$ cat src/rtl/if_stage_pkg.sv
// Shared constants for the instruction fetch stage:
// next-PC select encodings and the default reset vector.
package if_stage_pkg;

    localparam logic [1:0] PCSRC_SEQ    = 2'b00;
    localparam logic [1:0] PCSRC_BRANCH = 2'b01;
    localparam logic [1:0] PCSRC_JUMP   = 2'b10;
    localparam logic [1:0] PCSRC_JR     = 2'b11;

    localparam logic [31:0] DEFAULT_RESET_PC = 32'h0000_0000;

endpackage

$ cat src/rtl/if_next_pc.sv
// Redirect decision and control-transfer target computation
// for the instruction in the IF/ID register.
module if_next_pc
    import if_stage_pkg::*;
(
    input  logic        id_valid,
    input  logic        stall_id,
    input  logic [1:0]  pc_src,
    input  logic        branch_taken,
    input  logic [15:0] imm16,
    input  logic [25:0] jimm,
    input  logic [31:0] jr_target,
    input  logic [31:0] id_pc_plus4,
    output logic        o_redirect,
    output logic [31:0] o_target
);

    logic [31:0] w_br_off;
    logic        w_xfer;

    assign w_br_off = {{14{imm16[15]}}, imm16, 2'b00};

    always_comb begin
        w_xfer   = 1'b0;
        o_target = id_pc_plus4;
        unique case (pc_src)
            PCSRC_SEQ: begin
                w_xfer   = 1'b0;
                o_target = id_pc_plus4;
            end
            PCSRC_BRANCH: begin
                w_xfer   = branch_taken;
                o_target = id_pc_plus4 + w_br_off;
            end
            PCSRC_JUMP: begin
                w_xfer   = 1'b1;
                o_target = {id_pc_plus4[31:28], jimm, 2'b00};
            end
            PCSRC_JR: begin
                w_xfer   = 1'b1;
                o_target = {jr_target[31:2], 2'b00};
            end
            default: begin
                w_xfer   = 1'b0;
                o_target = id_pc_plus4;
            end
        endcase
    end

    // A bubble or a stalled decode must never steer the PC.
    assign o_redirect = id_valid & ~stall_id & w_xfer;

endmodule

$ cat src/rtl/if_stage.sv
// Instruction fetch stage: PC register, fetch request to
// instruction memory and the IF/ID pipeline register.
module if_stage
    import if_stage_pkg::*;
#(
    parameter logic [31:0] RESET_PC = DEFAULT_RESET_PC
)(
    input  logic        clk,
    input  logic        reset,
    output logic [31:0] imem_addr,
    output logic        imem_req,
    input  logic [31:0] imem_rdata,
    input  logic        imem_ready,
    input  logic        stall_id,
    input  logic [1:0]  pc_src,
    input  logic        branch_taken,
    input  logic [15:0] imm16,
    input  logic [25:0] jimm,
    input  logic [31:0] jr_target,
    output logic [31:0] id_inst,
    output logic [31:0] id_pc,
    output logic [31:0] id_pc_plus4,
    output logic        id_valid
);

    logic [31:0] r_pc;
    logic [31:0] r_id_inst;
    logic [31:0] r_id_pc;
    logic [31:0] r_id_pc4;
    logic        r_id_valid;

    logic        w_redirect;
    logic [31:0] w_target;
    logic [31:0] w_pc_plus4;

    if_next_pc u_next_pc (
        .id_valid     (r_id_valid),
        .stall_id     (stall_id),
        .pc_src       (pc_src),
        .branch_taken (branch_taken),
        .imm16        (imm16),
        .jimm         (jimm),
        .jr_target    (jr_target),
        .id_pc_plus4  (r_id_pc4),
        .o_redirect   (w_redirect),
        .o_target     (w_target)
    );

    assign w_pc_plus4 = r_pc + 32'd4;

    always_ff @(posedge clk) begin
        if (reset) begin
            r_pc       <= RESET_PC;
            r_id_inst  <= '0;
            r_id_pc    <= '0;
            r_id_pc4   <= '0;
            r_id_valid <= 1'b0;
        end else if (w_redirect) begin
            // Wrong-path fetch data is dropped; no delay slot.
            r_pc       <= w_target;
            r_id_valid <= 1'b0;
        end else if (stall_id) begin
            r_pc       <= r_pc;
            r_id_valid <= r_id_valid;
        end else if (imem_ready) begin
            r_pc       <= w_pc_plus4;
            r_id_inst  <= imem_rdata;
            r_id_pc    <= r_pc;
            r_id_pc4   <= w_pc_plus4;
            r_id_valid <= 1'b1;
        end else begin
            r_id_valid <= 1'b0;
        end
    end

    assign imem_addr   = r_pc;
    assign imem_req    = ~reset;
    assign id_inst     = r_id_inst;
    assign id_pc       = r_id_pc;
    assign id_pc_plus4 = r_id_pc4;
    assign id_valid    = r_id_valid;

endmodule

$ cat config.mk
export PLATFORM = sky130hd
export DESIGN_NAME = if_stage
export DESIGN_NICKNAME = d
export VERILOG_FILES = /design/src/rtl/if_stage_pkg.sv /design/src/rtl/if_next_pc.sv /design/src/rtl/if_stage.sv
export SDC_FILE = /design/constraint.sdc
export NUM_CORES = 1
export LEC_CHECK = 0
export ABC_CLOCK_PERIOD_IN_PS = 2800
export BUFFER_PORTS_ARGS = -buffer_cell sky130_fd_sc_hd__buf_2
export CORE_ASPECT_RATIO = 0.9
export CORE_MARGIN = 5
export CORE_UTILIZATION = 40
export DETAILED_ROUTE_END_ITERATION = 7
export GPL_TIMING_DRIVEN = 0
export PLACE_DENSITY = 0.68
export SYNTH_ARGS = -nofsm -noshare
export SYNTH_HDL_FRONTEND = slang
export SYNTH_SLANG_ARGS = --single-unit
$ cat constraint.sdc
create_clock -name clk -period 2.8 [get_ports clk]
set_clock_uncertainty 0.2 [all_clocks]
set_input_delay 0.14 -clock clk [delete_from_list [all_inputs] [get_ports clk]]
set_output_delay 0.14 -clock clk [all_outputs]
set_load 0.01 [all_outputs]
==> metrics.csv <==
metric,value,unit
rr_worst_depth,13,
fillCellCount,1776,
grtUsageTotal,26.3,%
timing.reg2reg.setup_slack,-0.09,ns
place_congestion,0.925,
worstMarginPinSlew,0.910,ns
ir_drop,0.000483,V
critPathKind,flip-flop to flip-flop,
synthCells,1015,
ys_seq_elements,127,
syn_nets,1159,
first_pass_iters,5,
grt_max_degree,19,
drv_cap,0,
setup_ws,-0.0866,ns
vias,8776,
status,"complete, but fails checks",
cts_made_buffers,17,
clk_latency,0.42,ns
synthMuxAreaShare,3.90,%
holdCritPathClass,primary input to flip-flop,
pin_count,243,
synth_top_family_by_area,compound AO/OA/AOI/OAI gates,
final_nets,1467,
antenna_found_initial,1,
drive_above_1_share,30.2,%
powerDensity,513,nW/um2
finalCritPeriodShare,103,%
yosys.area_share.simple,22.1,%
die_w,155,um
final_util,57.3,%
p_sw_share,27.6,%
rsz0062_at_grt,yes,
syn_to_final_growth,39.5,%
synth_edf_count,0,
arrival,2.97,ns
yosys.area.top_type,dfxtp_1,
die-area,21900,um2
maxSlewViolCount,0,
clock_path_buffers,2,
synth_compound_area_share,24.2,%
htree_levels,4,
violations,negative setup slack,
wirelength,30.2,mm
end_kind,flip-flop,
ant_nets,0,
synth_xor_area_share,6.10,%
cts_tree,done,
finalHoldViolCount,0,
crit_path_max_fanout,3,
hold_path_end,imem_addr[25]$_SDFFE_PP0P_,
max_freq,346,MHz
fin_total_pwr,0.00545,W
initial_core_util,41.1,%
grt_pass1_vias,8295,
start_kind,flip-flop,
hp-start,jimm[23],
syn-cell-area,7610,um2
yosysSeqAreaShare,33.4,%
yosys-top-cells-count,"nand2_1 (203), a21oi_1 (148), dfxtp_1 (127)",
cts_root_buf,clkbuf_16,
grt_pass1_wl,45.3,mm
drt-initial-drc-count,702,
synth_flop_cell,dfxtp_1,
synthAdderAreaFrac,5.19,%
min_period,2.89,ns
setup_viol,6,
dp_hpwl,22.2,mm
rr_startpoint,id_pc_plus4[2]$_SDFFE_PP0P_,
slew-limit-headroom,39.3,%
port-buffer-count,237,
synthTopCellsByArea,"dfxtp_1 (33%), nand2_1 (10%), a21oi_1 (9.7%)",
r2r_end,imem_addr[20]$_SDFFE_PP0P_,
yosysTopAreaCellShare,33.4,%
hold-path-cell-count,5,
ys_types,70,
clk_pin_slew,0.06,ns
power_frac_seq,35.7,%
p_leak,4.57,nW
fp.dieH,141,um
clock_power_share,45.6,%
combPwrFrac,18.7,%
wire_per_inst,19.1,um
yosys_warnings,0,
synth-async-reset-ratio,0,%
fp.coreArea,18500,um2
synth.most_common_cell,nand2_1,
gr-total-overflow,0,
rows,47,
p_int,0.00395,W
p_sw,0.00150,W
cts_sinks,127,
viasPerCell,5.55,
avgSynthCellArea,7.50,um2
worstPathRequired,2.89,ns
drc_errors,0,
cells by family (layout without fill, tap and decap cells):
family / Yosys count / after routing
buf+inv: 91 / 412
xor+xnor: 53 / 53
simple gates: 371 / 371
compound gates: 313 / 313
fa+ha+maj: 31 / 31
mux: 29 / 29
flops: 127 / 127
other cells: 0 / 1
routing by layer:
layer,vias to the layer above,track usage (%),share of wire [%]
met4,0,9.40,3.4
met1,4092,34.9,42
li1,4193,-,-
met2,417,41.8,46
met5,-,0,0
met3,74,6.19,9.5
per-stage QoR:
stage / TNS, ns / hold slack [ns] / cell area, um2 / std cells / setup WS [ns]
floorplan: 0 / 0.0760 / 7610 / 1015 / 0.0236
global placement: -5.66 / 0.182 / 9100 / 1497 / -0.786
detailed placement: -6.28 / 0.188 / 9100 / 1497 / -0.807
CTS: -0.679 / 0.00342 / 10300 / 1572 / -0.205
global route: -1.29 / 0.0137 / 10600 / 1582 / -0.208
finish: -0.356 / 0.0110 / 10600 / 1582 / -0.0866
area by class of cell:
class,count,area [um2],area share (%)
Inverter,16,60.1,0.566
Multi-Input combinational cell,797,5020,47.3
Antenna cell,1,2.50,0.0236
Clock buffer,22,474,4.47
Sequential cell,127,2550,24.1
Clock inverter,10,183,1.72
Buffer,74,332,3.12
Timing Repair Buffer,290,1680,15.8
Tap cell,245,307,2.89
state kept, by name (all words and copies together), names as in the netlist:
name and cells:
id_inst 32, id_valid 1, imem_addr 32, id_pc 32, id_pc_plus4 30
how the worst max path moves through the flow:
stage,slack [ns],to,cells after the start,start
6_report,-0.09,imem_addr[20]$_SDFFE_PP0P_,13,id_pc_plus4[2]$_SDFFE_PP0P_
5_1_grt,-0.21,imem_addr[28]$_SDFFE_PP0P_,13,id_pc_plus4[2]$_SDFFE_PP0P_
4_1_cts,-0.21,imem_addr[26]$_SDFFE_PP0P_,13,id_pc_plus4[2]$_SDFFE_PP0P_
3_5_place_dp,-0.81,imem_addr[24]$_SDFFE_PP0P_,12,id_pc_plus4[2]$_SDFFE_PP0P_
3_3_place_gp,-0.79,imem_addr[24]$_SDFFE_PP0P_,12,id_pc_plus4[2]$_SDFFE_PP0P_
2_1_floorplan,0.02,imem_addr[28]$_SDFFE_PP0P_,12,id_pc_plus4[2]$_SDFFE_PP0P_
critical path, stage by stage, from the launching register on:
cell and delay (ns):
dfxtp_2 0.35, ha_4 0.15, inv_2 0.04, fa_2 0.36
and2b_1 0.23, o211ai_1 0.11, a21boi_2 0.30, buf_4 0.17
nor3_2 0.03, a211oi_2 0.29, a31oi_2 0.17, xnor2_1 0.15
o21ai_1 0.14, o21ai_1 0.08
cell usage in the layout, fill, tap and decap left out, types with 21 or more instances in the layout:
master / netlist / layout
dlygate4sd3_1: 0 / 38
a21oi_1: 148 / 135
nand2_1: 203 / 201
nand3_1: 21 / 21
mux2i_1: 24 / 24
buf_2: 20 / 255
o21ai_0: 62 / 45
xnor2_1: 34 / 33
a211oi_1: 30 / 27
clkbuf_1: 36 / 36
nor2_1: 75 / 73
dfxtp_1: 127 / 117
power groups by stage:
stage | registers [W] | logic (W) | clock network, W
finish | 0.00194 | 0.00102 | 0.00249
CTS | 0.00194 | 0.000940 | 0.00249
floorplan | 0.00199 | 0.000518 | 0
global route | 0.00195 | 0.00111 | 0.00260
global placement | 0.00198 | 0.000861 | 0
detailed placement | 0.00198 | 0.000869 | 0
timing repair:
action | CTS | global route
resized for setup | 38 | 69
endpoints found under the setup margin | 16 | 27
hold buffers | 38 | 0
endpoints found under the hold margin | 36 | 0
pin swaps | 18 | 35
gates cloned | 0 | 0
setup buffers | 6 | 9
(Power assumes the default switching activity.)
